<file path="config.mk">
export PLATFORM = sky130hd
export DESIGN_NAME = exu_ctrl
export DESIGN_NICKNAME = d
export VERILOG_FILES = /design/src/rtl/exu_ctrl.sv
export SDC_FILE = /design/constraint.sdc
export NUM_CORES = 1
export LEC_CHECK = 0
export ABC_AREA = 1
export CORE_AREA = 2 2 253 255
export DETAILED_ROUTE_END_ITERATION = 8
export DIE_AREA = 0 0 255 257
export GPL_TIMING_DRIVEN = 0
export SYNTH_ARGS = -nofsm -noshare
export SYNTH_HDL_FRONTEND = slang
export SYNTH_SLANG_ARGS = --single-unit
</file>
<file path="constraint.sdc">
create_clock -name clk -period 1.85 [get_ports clk]
set_clock_uncertainty 0.15 [all_clocks]
set_input_delay 0.37 -clock clk [delete_from_list [all_inputs] [get_ports clk]]
set_output_delay 0.37 -clock clk [all_outputs]
set_load 0.005 [all_outputs]
</file>
<file path="src/rtl/exu_ctrl.sv">
// Execute-stage controller: issues one op at a time to the ALU or the iterative MDU,
// holds the result for writeback, absorbs flushes and counts retired ops.
module exu_ctrl #(
  parameter int unsigned DATA_W  = 64,
  parameter int unsigned ALUOP_W = 5,
  parameter int unsigned MDUOP_W = 4,
  parameter int unsigned CNT_W   = 32
) (
  input  logic               clk,
  input  logic               reset,
  input  logic               flush,

  input  logic               in_valid,
  output logic               in_ready,
  input  logic               in_is_mdu,
  input  logic [ALUOP_W-1:0] in_aluop,
  input  logic [MDUOP_W-1:0] in_mduop,
  input  logic [DATA_W-1:0]  in_a,
  input  logic [DATA_W-1:0]  in_b,
  input  logic [4:0]         in_rd,

  output logic               alu_valid,
  output logic [ALUOP_W-1:0] alu_op,
  output logic [DATA_W-1:0]  alu_a,
  output logic [DATA_W-1:0]  alu_b,
  input  logic [DATA_W-1:0]  alu_data,
  input  logic               alu_data_ok,

  output logic               mdu_start,
  output logic [MDUOP_W-1:0] mdu_op,
  output logic [DATA_W-1:0]  mdu_a,
  output logic [DATA_W-1:0]  mdu_b,
  input  logic               mdu_done,
  input  logic [DATA_W-1:0]  mdu_result,

  output logic               out_valid,
  input  logic               out_ready,
  output logic [DATA_W-1:0]  out_data,
  output logic [4:0]         out_rd,

  output logic               busy,
  output logic [CNT_W-1:0]   retire_cnt
);

  typedef enum logic [2:0] {
    StIdle,
    StAluWait,
    StMduWait,
    StHold,
    StDrain
  } state_e;

  state_e state_q, state_d;

  // Set for the first cycle of a wait state: gates mdu_start and masks a stale alu_data_ok.
  logic first_q, first_d;

  logic [ALUOP_W-1:0] aluop_q, aluop_d;
  logic [MDUOP_W-1:0] mduop_q, mduop_d;
  logic [DATA_W-1:0]  opa_q, opa_d;
  logic [DATA_W-1:0]  opb_q, opb_d;
  logic [DATA_W-1:0]  res_q, res_d;
  logic [4:0]         rd_q, rd_d;
  logic [CNT_W-1:0]   cnt_q, cnt_d;

  logic accept;
  logic capture_alu;
  logic capture_mdu;
  logic retire;

  // Next-state; flush is checked first so it beats every other transition.
  always_comb begin
    state_d     = state_q;
    first_d     = 1'b0;
    accept      = 1'b0;
    capture_alu = 1'b0;
    capture_mdu = 1'b0;
    retire      = 1'b0;
    unique case (state_q)
      StIdle: begin
        if (!flush && in_valid) begin
          accept  = 1'b1;
          first_d = 1'b1;
          state_d = in_is_mdu ? StMduWait : StAluWait;
        end
      end
      StAluWait: begin
        if (flush) begin
          state_d = StIdle;
        end else if (!first_q && alu_data_ok) begin
          capture_alu = 1'b1;
          state_d     = StHold;
        end
      end
      StMduWait: begin
        if (flush) begin
          // An op already completing this cycle leaves nothing to drain.
          state_d = mdu_done ? StIdle : StDrain;
        end else if (mdu_done) begin
          capture_mdu = 1'b1;
          state_d     = StHold;
        end
      end
      StHold: begin
        if (flush) begin
          state_d = StIdle;
        end else if (out_ready) begin
          retire  = 1'b1;
          state_d = StIdle;
        end
      end
      StDrain: begin
        if (mdu_done) begin
          state_d = StIdle;
        end
      end
      default: begin
        state_d = StIdle;
      end
    endcase
  end

  always_comb begin
    aluop_d = aluop_q;
    mduop_d = mduop_q;
    opa_d   = opa_q;
    opb_d   = opb_q;
    rd_d    = rd_q;
    res_d   = res_q;
    cnt_d   = cnt_q;
    if (accept) begin
      aluop_d = in_aluop;
      mduop_d = in_mduop;
      opa_d   = in_a;
      opb_d   = in_b;
      rd_d    = in_rd;
    end
    if (capture_alu) begin
      res_d = alu_data;
    end else if (capture_mdu) begin
      res_d = mdu_result;
    end
    if (retire) begin
      cnt_d = cnt_q + {{(CNT_W-1){1'b0}}, 1'b1};
    end
  end

  always_ff @(posedge clk) begin
    if (reset) begin
      state_q <= StIdle;
      first_q <= 1'b0;
      aluop_q <= '0;
      mduop_q <= '0;
      opa_q   <= '0;
      opb_q   <= '0;
      rd_q    <= '0;
      res_q   <= '0;
      cnt_q   <= '0;
    end else begin
      state_q <= state_d;
      first_q <= first_d;
      aluop_q <= aluop_d;
      mduop_q <= mduop_d;
      opa_q   <= opa_d;
      opb_q   <= opb_d;
      rd_q    <= rd_d;
      res_q   <= res_d;
      cnt_q   <= cnt_d;
    end
  end

  assign in_ready   = (state_q == StIdle);
  assign alu_valid  = (state_q == StAluWait);
  assign mdu_start  = (state_q == StMduWait) && first_q;
  assign out_valid  = (state_q == StHold);
  assign busy       = (state_q != StIdle);

  assign alu_op     = aluop_q;
  assign alu_a      = opa_q;
  assign alu_b      = opb_q;
  assign mdu_op     = mduop_q;
  assign mdu_a      = opa_q;
  assign mdu_b      = opb_q;
  assign out_data   = res_q;
  assign out_rd     = rd_q;
  assign retire_cnt = cnt_q;

endmodule

</file>
==> metrics.yaml <==
status:
  outcome: "finished with violations"
  violations: "negative setup slack"
grt:
  antenna_found_initial: 1
  grt_max_degree: 15
  grt_pass1_vias: 12363
  grt_pass1_wl_um: 84300
  grt_overflow: 0
  gr-usage-all-layers: 0.175
logic_synthesis:
  avgSynthCellArea_um2: 7.28
  synth_nets: 1789
  synth_top_family_by_area: "simple AND/OR/NAND/NOR gates"
  synth_area_leaders: "dfxtp_1 (44%), nor2_1 (12%), buf_4 (10%), nand2_1 (5.2%), o21ai_0 (5.2%)"
  synth_adder_area_share: 0.00114
  netlist_area_um2: 11000
  synth-compound-area-share: 0.150
  yosysSeqAreaShare: 0.441
  yosys_warnings: 0
  ys_ff_latch: 242
  synthMuxAreaShare: 0
  synth.distinct_cells: 33
  syn_inst: 1510
  yosysTopAreaCell: "dfxtp_1"
  synth_top_area_frac: 0.441
  synth_xor_area_frac: 0.00159
  synthSimpleGateAreaFrac: 0.239
setup_path:
  cp-end-kind: "output pin"
  cp-start-kind: "register"
  cpPeakStageDelay_ns: 0.36
  cpMaxStageDelayCell: "dfxtp_4"
  crit_path_max_fanout: 4
  path_cells: "nor2_4 > buf_6 > nand2_4 > nor2_4 > buf_6"
  required_ns: 1.33
  cp_data_arrival_time_ns: 1.48
  path_class: "register to output pin"
clock_tree:
  cts_tree: "done"
  cts_root_buffer: "clkbuf_16"
  clock_latency_ns: 0.58
  cts.sinks: 242
  clkTransAtPathRegs_ns: 0.06
  cts_buffer_depth: 3
  htreeDepth: 1
  cts_buffers: 30
  post_cts_hold_buffer_count: 0
timing:
  fin_crit_sh: 1.08
  rsz0062_at_grt: "yes"
  setup_tns_ns: -0.755
  setup_viol: 19
  worst_pin_slew_ns: 0.716
  drv_slew: 0
  holdWs_ns: 0.245
  relSlewSlack: 0.523
  max_clock_freq_mhz: 500
  setup_slack_ns: -0.148
  finalCriticalPeriod_ns: 2.00
  hold_viol: 0
power:
  peakVddDrop_mv: 0.533
  powerDensity_nw_per_um2: 1010
  p_leak_nw: 9.50
floorplanning:
  start_util: 0.175
  pin_count: 649
  rows: 92
  dieArea_um2: 65500
  die_h_um: 257
  dieWidth_um: 255
  core_area_um2: 62700
hold_path:
  hold_class: "input pin to register"
layout:
  final_nets: 2527
  area_delta_synth_final_pct: 85.4
  nFillCells: 6784
  drive_gt1_frac: 0.253
route:
  ant_nets: 0
  finalWirelength_um: 61000
  via_per_inst: 4.09
  dr.first_iter.drc_count: 690
  drc: 0
  wire_per_inst_um: 19.6
  drtPass1Iterations: 7
  num_vias: 12739
placed_design:
  gp_congestion: 0.916
  io_buffers: 648
  dpl.hpwl_um: 47700
flow_run:
  cap_violations: 0
[path summary, 6_finish.rpt]
check | start | end | slack (ns) | depth (start not counted)
hold reg to reg | out_rd[3] | out_rd[3] | 0.32 | 2
hold / removal | in_a[6] | alu_a[6] | 0.24 | 3
setup reg to reg | state_q[0] | out_data[58] | -0.04 | 11
setup / recovery | state_q[0] | mdu_start | -0.15 | 5
[what timing repair did]
action,CTS,global route
gates resized for setup,879,139
setup buffers,46,11
cloned,0,6
pin swaps,8,20
setup endpoints to repair,602,197
[routing by layer]
metal	wire length, µm	part of all wire	GRT usage
met5	13	0.00021	0
met1	22300	0.37	0.185
met3	5980	0.098	0.0559
met4	3210	0.053	0.0880
met2	29500	0.48	0.309
[cells in the mapped netlist]
cell type  instances
a21oi_1           78
a31oi_1            1
and3_1             1
buf_1              8
buf_2             23
buf_4            147
buf_6              3
clkbuf_1          39
dfxtp_1          242
ha_1               1
inv_1            104
inv_2              6
nand2_1          153
nand2_2            2
nand2_4            1
nand2_8            1
nand3_1           93
nand3_2            1
nand3b_1           2
nand4_1           14
nor2_1           361
nor2_2             3
nor2_4             1
nor2b_1            1
nor3_1             2
nor3_4             1
nor3b_1            1
o211ai_1          64
o21a_1             1
o21ai_0          114
o21ai_1           38
o21bai_1           1
xnor2_1            2
[through the flow]
step	instance area, µm²	std cells	total power (W)	worst slack, ns	utilization
2_1_floorplan	11000	1510	0.00954	0.251	-
3_3_place_gp	18500	3004	0.0143	-1.56	0.296
3_5_place_dp	18500	3004	0.0143	-1.57	0.296
4_1_cts	19900	3102	0.0203	-0.192	0.317
5_1_grt	20400	3114	0.0217	-0.197	0.325
6_report	20400	3115	0.0206	-0.148	0.325
[state kept, by name (all words and copies together) (netlist names)]
name        flops
out_data       64
state_q         3
alu_b          64
out_rd          5
first_q         1
retire_cnt     32
mdu_op          4
alu_op          5
alu_a          64
[power breakdown]
group | internal [W] | switching (W) | total (W)
sequential | 0.00612 | 0.000640 | 0.00676
combinational | 0.00402 | 0.00373 | 0.00775
clock | 0.00363 | 0.00243 | 0.00606
total | 0.0138 | 0.00680 | 0.0206
[cell families (layout without fill, tap and decap cells)]
family,count (synthesis),count (layout)
AO/OA/AOI/OAI,297,297
XOR/XNOR,2,2
adder cells (fa/ha/maj),1,1
buffers and inverters,330,1086
flip-flops,242,242
other,0,1
AND/OR/NAND/NOR,638,640
[layout by cell type (no fill, tap or decap), types with 6 or more instances in the layout]
master,n
nor2_1,351
clkdlybuf4s50_1,277
dlygate4sd2_1,256
buf_4,194
nand2_1,147
dfxtp_2,120
inv_1,102
o21ai_0,97
dfxtp_1,96
nand3_1,92
a21oi_1,78
o211ai_1,64
o21ai_1,50
buf_2,42
clkdlybuf4s15_1,40
buf_6,38
clkbuf_16,35
dfxtp_4,26
clkbuf_2,23
clkbuf_1,19
clkdlybuf4s15_2,18
nand4_1,14
buf_8,11
clkbuf_8,10
nor2_4,9
buf_12,6
[critical path: cells and delay by family, from the launching register on]
family	cells	cell delay, ns
AND/OR/NAND/NOR	3	0.30
flip-flops	1	0.36
buffers and inverters	2	0.23
[cell type report]
class                   instances  area [µm²]  area share
diodes                          1        2.50    0.000123
plain buffers                 218        1680      0.0823
clock buffers                  47         916      0.0449
clock inverters                 5        75.1     0.00368
inverters                     110         442      0.0217
multi-input cells             940        4500       0.221
flip-flops and latches        242        5090       0.250
well taps                     846        1060      0.0519
repair buffers                706        6620       0.325
Note: power is estimated with default switching activity, not from simulation.
